[config.mk]
export PLATFORM = sky130hd
export DESIGN_NAME = ram_arbiter
export DESIGN_NICKNAME = d
export VERILOG_FILES = /design/src/rtl/ram_arbiter_pkg.sv /design/src/rtl/ram_arbiter_rr_pick.sv /design/src/rtl/ram_arbiter.sv
export SDC_FILE = /design/constraint.sdc
export NUM_CORES = 1
export LEC_CHECK = 0
export ABC_AREA = 1
export CAP_MARGIN = 20
export CORE_AREA = 2 2 183 185
export CTS_CLUSTER_SIZE = 20
export DETAILED_ROUTE_END_ITERATION = 8
export DIE_AREA = 0 0 185 187
export PLACE_DENSITY_LB_ADDON = 0.2
export REMOVE_ABC_BUFFERS = 1
export SLEW_MARGIN = 20
export SYNTH_ARGS = -nofsm -noshare
export SYNTH_HDL_FRONTEND = slang
export SYNTH_SLANG_ARGS = --single-unit
[constraint.sdc]
create_clock -name clk -period 5.2 [get_ports clk]
set_input_delay 1.04 -clock clk [delete_from_list [all_inputs] [get_ports clk]]
set_output_delay 1.04 -clock clk [all_outputs]
set_load 0.01 [all_outputs]
[src/rtl/ram_arbiter_pkg.sv]
// Shared encodings for the RAM arbiter: FSM states, write-size codes, helpers.
package ram_arbiter_pkg;

  // Arbiter FSM states
  typedef enum logic [1:0] {
    ARB_IDLE  = 2'd0,
    ARB_ISSUE = 2'd1,
    ARB_WAIT  = 2'd2,
    ARB_HOLD  = 2'd3
  } arb_state_t;

  // Write-size codes, same encoding as the RAM's wr input
  localparam logic [1:0] SZ_NONE = 2'b00;
  localparam logic [1:0] SZ_B1   = 2'b01;
  localparam logic [1:0] SZ_B4   = 2'b10;
  localparam logic [1:0] SZ_B8   = 2'b11;

  // Requester index width (three requesters need two bits)
  localparam int IDX_W = 2;

  // One-hot (3 requesters) to binary index; zero input maps to 0
  function automatic logic [IDX_W-1:0] oh2idx(input logic [2:0] oh);
    logic [IDX_W-1:0] idx;
    idx = '0;
    if (oh[1]) idx = 2'd1;
    if (oh[2]) idx = 2'd2;
    return idx;
  endfunction

endpackage

[src/rtl/ram_arbiter_rr_pick.sv]
// Round-robin winner search: first requester with req high, starting at last+1 and wrapping.
module rr_pick
  import ram_arbiter_pkg::*;
#(
  parameter int NREQ = 3
) (
  input  logic [NREQ-1:0]  req,
  input  logic [IDX_W-1:0] last,
  output logic [NREQ-1:0]  winner,
  output logic             valid
);

  // Scan distances 1..NREQ from last so that last itself is checked at the end
  always_comb begin
    winner = '0;
    valid  = 1'b0;
    for (int k = 1; k <= NREQ; k++) begin
      for (int j = 0; j < NREQ; j++) begin
        if (!valid && req[j] && (((int'(last) + k) % NREQ) == j)) begin
          winner[j] = 1'b1;
          valid     = 1'b1;
        end
      end
    end
  end

endmodule

[src/rtl/ram_arbiter.sv]
// Three-way round-robin arbiter for the single-port program/data RAM,
// with req/ack handshake and bounded locked tenures for atomic sequences.
module ram_arbiter
  import ram_arbiter_pkg::*;
#(
  parameter int NREQ     = 3,
  parameter int AW       = 16,
  parameter int DW       = 64,
  parameter int LOCK_MAX = 8
) (
  input  logic                 clk,
  input  logic                 rst,
  input  logic [NREQ-1:0]      req,
  input  logic [NREQ-1:0]      lock,
  input  logic [NREQ-1:0]      we,
  input  logic [2*NREQ-1:0]    size,
  input  logic [AW*NREQ-1:0]   addr,
  input  logic [DW*NREQ-1:0]   wdata,
  output logic [NREQ-1:0]      gnt,
  output logic [NREQ-1:0]      ack,
  output logic [DW-1:0]        rdata,
  output logic [AW-1:0]        ram_addr,
  output logic                 ram_we,
  output logic [1:0]           ram_size,
  output logic [DW-1:0]        ram_wdata,
  input  logic [DW-1:0]        ram_rdata
);

  localparam int TW = $clog2(LOCK_MAX + 1);
  localparam logic [TW-1:0] TMAX = TW'(LOCK_MAX);

  arb_state_t       state, state_n;
  logic [NREQ-1:0]  gnt_n;
  logic [IDX_W-1:0] last, last_n;
  logic [TW-1:0]    tcnt, tcnt_n, tcnt_inc;

  logic             ld;
  logic [IDX_W-1:0] ld_idx;
  logic             we_clr;

  logic [NREQ-1:0]  pick_oh;
  logic             pick_vld;

  logic [AW-1:0]    sel_addr;
  logic [DW-1:0]    sel_wdata;
  logic [1:0]       sel_size;
  logic             sel_we;

  rr_pick #(.NREQ(NREQ)) u_pick (
    .req    (req),
    .last   (last),
    .winner (pick_oh),
    .valid  (pick_vld)
  );

  // Saturating tenure counter increment
  assign tcnt_inc = (tcnt == TMAX) ? TMAX : tcnt + 1'b1;

  // Ack and read data are only driven while waiting on the RAM; last always holds the owner
  assign ack   = (state == ARB_WAIT) ? gnt : '0;
  assign rdata = (state == ARB_WAIT) ? ram_rdata : '0;

  // Operand mux for the requester being latched
  always_comb begin
    sel_addr  = '0;
    sel_wdata = '0;
    sel_size  = SZ_NONE;
    sel_we    = 1'b0;
    for (int i = 0; i < NREQ; i++) begin
      if (IDX_W'(i) == ld_idx) begin
        sel_addr  = addr[i*AW +: AW];
        sel_wdata = wdata[i*DW +: DW];
        sel_size  = size[i*2 +: 2];
        sel_we    = we[i];
      end
    end
  end

  // State register
  always_ff @(posedge clk or posedge rst) begin
    if (rst) state <= ARB_IDLE;
    else     state <= state_n;
  end

  // Next-state, grant and tenure-count decisions
  always_comb begin
    state_n = state;
    gnt_n   = gnt;
    last_n  = last;
    tcnt_n  = tcnt;
    ld      = 1'b0;
    ld_idx  = last;
    we_clr  = 1'b0;
    case (state)
      ARB_IDLE: begin
        gnt_n = '0;
        if (pick_vld) begin
          ld      = 1'b1;
          ld_idx  = oh2idx(pick_oh);
          gnt_n   = pick_oh;
          last_n  = oh2idx(pick_oh);
          tcnt_n  = '0;
          state_n = ARB_ISSUE;
        end
      end
      ARB_ISSUE: begin
        tcnt_n  = tcnt_inc;
        we_clr  = 1'b1;
        state_n = ARB_WAIT;
      end
      ARB_WAIT: begin
        we_clr = 1'b1;
        if (lock[last] && (tcnt < TMAX)) begin
          state_n = ARB_HOLD;
        end else begin
          gnt_n   = '0;
          state_n = ARB_IDLE;
        end
      end
      ARB_HOLD: begin
        // Only the owner is looked at; everyone else waits for release
        if (req[last]) begin
          ld      = 1'b1;
          ld_idx  = last;
          state_n = ARB_ISSUE;
        end else if (!lock[last]) begin
          gnt_n   = '0;
          state_n = ARB_IDLE;
        end else begin
          tcnt_n = tcnt_inc;
          if (tcnt_inc == TMAX) begin
            gnt_n   = '0;
            state_n = ARB_IDLE;
          end
        end
      end
      default: begin
        gnt_n   = '0;
        state_n = ARB_IDLE;
      end
    endcase
  end

  // Grant, pointer, counter and registered RAM-side operands
  always_ff @(posedge clk or posedge rst) begin
    if (rst) begin
      gnt       <= '0;
      last      <= IDX_W'(NREQ - 1);
      tcnt      <= '0;
      ram_addr  <= '0;
      ram_we    <= 1'b0;
      ram_size  <= SZ_NONE;
      ram_wdata <= '0;
    end else begin
      gnt  <= gnt_n;
      last <= last_n;
      tcnt <= tcnt_n;
      if (ld) begin
        ram_addr  <= sel_addr;
        ram_we    <= sel_we && (sel_size != SZ_NONE);
        ram_size  <= sel_size;
        ram_wdata <= sel_wdata;
      end else if (we_clr) begin
        ram_we <= 1'b0;
      end
    end
  end

endmodule

# Word level (Yosys, flattened, before mapping)

Cells that the tools add are included.

Register bits after elaboration: 94
Input bits: 321

Add/subtract/negate cells: 4
Divide/modulo/power cells: 3
Order comparisons: 2
Equal/unequal tests: 19
Multiplexer cells: 62
Reductions and logical operators: 40

Operators with widths:

| kind                    | count |
|---|---|
| $mux W64                | 4 |
| $eq A32 B2 Y1 const B   | 3 |
| $eq A32 B3 Y1 const B   | 3 |
| $logic_not A32 Y1       | 3 |
| $mod A32 B3 Y32 const B | 3 |
| $mux W16                | 3 |
| $mux W1                 | 28 |
| $mux W2                 | 11 |
| $logic_and A1 B1 Y1     | 19 |
| $mux W3                 | 6 |
| $mux W4                 | 4 |
| $pmux W4 S3             | 1 |
| $pmux W3 S3             | 1 |
| $eq A4 B4 Y1 const B    | 2 |
| $logic_not A1 Y1        | 8 |
| $ne A2 B2 Y1 const B    | 4 |
| $pmux W2 S4             | 1 |
| $reduce_and A4 Y1       | 2 |
| $add A2 B2 Y3 const B   | 2 |
| $reduce_bool A3 Y1      | 2 |
| $add A4 B1 Y4 const B   | 1 |
| $bmux W1 S2             | 2 |
| $eq A2 B2 Y1 const B    | 2 |
| $logic_not A2 Y1        | 2 |
| other kinds (12)        | 13 |

# Logic depth before layout (Yosys ltp)

Word-level depth: 47
Depth in mapped cells: 19
Mapped depth without buffers: 18

# Cells and area by module

Synthesis repeated with hierarchy kept, for this count alone.

Cells, all modules: 1014
Area, all modules: 6234.7 sq um

By module, submodules not included:

| module      | times used | cells each | area each (sq um) | sequential area each (sq um) |
|---|---|---|---|---|
| ram_arbiter | 1          | 981        | 6039.5            | 2353.5 |
| rr_pick     | 1          | 33         | 195.2             | 0.0 |

# Worst setup path after synthesis

Ideal clock, no wire load.

Kind: flip-flop to output port
Start: register state[0]
End: output port rdata[53]
Arrival time: 1512 ps
Required time: 4160 ps
Path slack: 2648 ps
Stages on the path, launching flop included: 8
Path through: dfrtp_1 -> inv_1 -> ha_1 -> clkbuf_1 -> clkbuf_1 -> buf_1 -> nand2_1 -> inv_1

Cells in the longest elaborated chain, start to end: 2

RTL lines:

| what                   | RTL line          | RTL |
|---|---|---|
| start, declared        | ram_arbiter.sv:32 | `arb_state_t state, state_n;` |
| start signal, assigned | ram_arbiter.sv:82 | `else state <= state_n;` |
| $eq A2 B2 Y1           | ram_arbiter.sv:61 | `assign rdata = (state == ARB_WAIT) ? ram_rdata : '0;` |
| $mux W64               | ram_arbiter.sv:61 |  |
| end, declared          | ram_arbiter.sv:21 | `output logic [DW-1:0] rdata,` |

No other way between the ends.

# Final worst setup path

Start: register state[0]
End: output port rdata[13]

Same word-level chain as after synthesis.

==> results.sh <==
export IMPL_start_kind="flop"
export IMPL_synth_cell_types=36
export IMPL_cts_hold_buffers=0
export IMPL_cts_buffers=9
export IMPL_cts_resized=0
export IMPL_die_y_microns=187
export IMPL_yosysSeqAreaShare_pct=36.7
export IMPL_rsz0062_at_grt="no"
export IMPL_cts_root_buf="clkbuf_16"
export IMPL_layout_common_cells="clkdlybuf4s50_1 (473), nand2_1 (213), nand3_1 (174)"
export IMPL_post_route_drc_count=0
export IMPL_fmax_mhz=264
export IMPL_crit_path_max_incr_delay_ps=720
export IMPL_tritoncts="built"
export IMPL_crit_buf_inv=4
export IMPL_instances_no_fill=1768
export IMPL_n_fill_cell=3448
export IMPL_whs_ps=482
export IMPL_setup_viol=0
export IMPL_dp_cells=1750
export IMPL_die_w_microns=185
export IMPL_netlist_area_sq_mm=0.00642
export IMPL_critPathKind="flop to output pin"
export IMPL_cts_sinks=94
export IMPL_drive_gt1_share_pct=3.79
export IMPL_status="completed"
export IMPL_nets=1642
export IMPL_worst_slew_pin_transition_ps=924
export IMPL_synth_edf_count=0
export IMPL_core_rowCount=67
export IMPL_fin_crit_ps=3780
export IMPL_synth_top_area_share_pct=36.3
export IMPL_vdd_drop_max_v=0.000425
export IMPL_clk_pin_slew_ps=70
export IMPL_synthCells=891
export IMPL_ys_flop_type="dfrtp_1"
export IMPL_endpoint_kind="output pin"
export IMPL_synth_avg_cell_area_sq_um=7.20
export IMPL_maxSlewHeadroom_pct=38.4
export IMPL_wire_per_inst_microns=17.3
export IMPL_slowest_stage="ha_2"
export IMPL_io_pins=474
export IMPL_tns_ps=0
export IMPL_fp_dieArea_sq_mm=0.0346
export IMPL_p_leak_nw=4.98
export IMPL_critical_path_max_fanout=46
export IMPL_cp_arrival_ps=2740
export IMPL_grt_pass1_wl_mm=45.3
export IMPL_final_common_cell="clkdlybuf4s50_1"
export IMPL_area_growth_synth_to_final_pct=81.8
export IMPL_ant_nets=0
export IMPL_synth_warning_count=0
export IMPL_synth_area_leaders="dfrtp_1 (36%), nand3_1 (14%), nand2_1 (13%)"
export IMPL_start_util_pct=19.5
export IMPL_coreArea_sq_mm=0.0329
export IMPL_htree_levels=3
export IMPL_path_delay_family="buffers and inverters"
export IMPL_vias=7838
export IMPL_ys_seq_elements=94
export IMPL_routed_wirelength_mm=30.6
export IMPL_power_density_mw_per_mm2=588
export IMPL_hold_class="flop to flop"
export IMPL_fin_crit_sh_pct=72.7
export IMPL_yosys_area_top_type="dfrtp_1"
export IMPL_clock_path_buffers=2
export IMPL_gp_congestion=0.894
export IMPL_fin_skew_ps=10.9
export IMPL_critPathRequiredTime_ps=4160
export IMPL_overflow=0
export IMPL_detail_route_iter0_violations=322
export IMPL_portBuffers=473
export IMPL_grt_pass1_vias=7878
export IMPL_cts_setup_buffers=0
export IMPL_dp_hpwl_mm=23.1
export IMPL_async_reset_ff_share_pct=100
export IMPL_grt_max_degree=85
export IMPL_drv_slew=0
export IMPL_grt_antenna_before_repair=6
export IMPL_vias_per_cell=4.43
export IMPL_first_pass_iters=6
export IMPL_crit_chain="inv_1 > ha_2 > buf_4 > nand2_1 > inv_1 > clkdlybuf4s50_1"
export IMPL_grt_usage_pct=17.2
export IMPL_maxCapViolCount=0
export IMPL_final_hold_violation_count=0
export IMPL_clock_latency_ps=360
export IMPL_cpMostUsedCell="inv_1"
[area by class of cell]
| type | instances | area (sq um) | share of cell area [%] |
|---|---|---|---|
| diodes | 2 | 5.00 | 0.0429 |
| clock buffers | 10 | 239 | 2.05 |
| clock inverters | 6 | 83.8 | 0.718 |
| inverters | 99 | 377 | 3.23 |
| multi-input cells | 627 | 3240 | 27.7 |
| flip-flops and latches | 94 | 2350 | 20.2 |
| well taps | 448 | 561 | 4.80 |
| repair buffers | 482 | 4810 | 41.3 |
[routing by layer]
layer  vias to the layer above  track usage [%]  share of wire, %
li1                       3837                -                 -
met1                      3628             18.0                37
met2                       328             31.7                51
met3                        39             6.21               9.7
met4                         6             5.56               2.4
met5                         -                0              0.14
[synth_stat cells (3+ instances only)]
cell / instances
clkbuf_1: 16
inv_1: 95
nand4_1: 56
dfrtp_1: 93
o22ai_1: 21
o21ai_0: 32
nand2_2: 6
nand2_4: 5
nor2_1: 18
inv_2: 4
buf_4: 25
buf_2: 18
nand2_1: 214
nand3_1: 174
ha_1: 8
o21ai_1: 23
buf_6: 11
o21a_1: 52
a21oi_1: 3
[logic make-up (layout without fill, tap and decap cells)]
family,after synthesis,after routing,share of synthesized area (%)
AOI/OAI and AO/OA,137,137,13.5
other,0,2,0
xor gates and xnor gates,1,1,0.137
and+or+nand+nor,481,481,35.1
adders and majority gates,8,8,1.56
buffers and inverters,170,597,13.0
DFF,94,94,36.7
[registers in the layout, summed over array words and instances (netlist names)]
| signal | count |
|---|---|
| ram_addr | 16 |
| ram_size | 2 |
| ram_wdata | 64 |
| gnt | 3 |
| ram_we | 1 |
| tcnt | 4 |
| state | 2 |
| last | 2 |
[power by group]
| group | leakage [nW] | internal (mW) | switching (mW) |
|---|---|---|---|
| clock | 0.163 | 0.435 | 0.322 |
| combinational | 3.70 | 2.02 | 2.75 |
| sequential | 1.11 | 1.13 | 0.207 |
[worst paths after layout]
kind / start / cells past startpoint / slack [ps] / end
max in group asynchronous: rst / 3 / 3170 / ram_wdata[36]
setup / recovery: state[0] / 6 / 1420 / rdata[13]
min in group asynchronous: rst / 2 / 1150 / ram_addr[3]
setup reg to reg: last[0] / 17 / 1680 / ram_we
hold / removal: ram_size[1] / 2 / 480 / ram_size[1]
hold reg to reg: ram_size[1] / 2 / 480 / ram_size[1]
[worst min-delay path, stage by stage (launching register included)]
cell     delay (ps)
dfrtp_1         350
nand2_1          50
nand2_1          50
[per-stage QoR]
stage | total power, mW | area [sq um] | setup WS [ps] | utilization (%)
final | 6.86 | 11700 | 1420 | 35.5
after global routing | 7.50 | 11700 | 1100 | 35.5
after CTS | 6.99 | 11700 | 1340 | 35.5
after detailed placement | 6.21 | 11300 | 987 | 34.5
after global placement | 6.18 | 11300 | 1060 | 34.5
after floorplan | 4.00 | 5950 | 974 | -
Power figures use the tool's default switching activity.
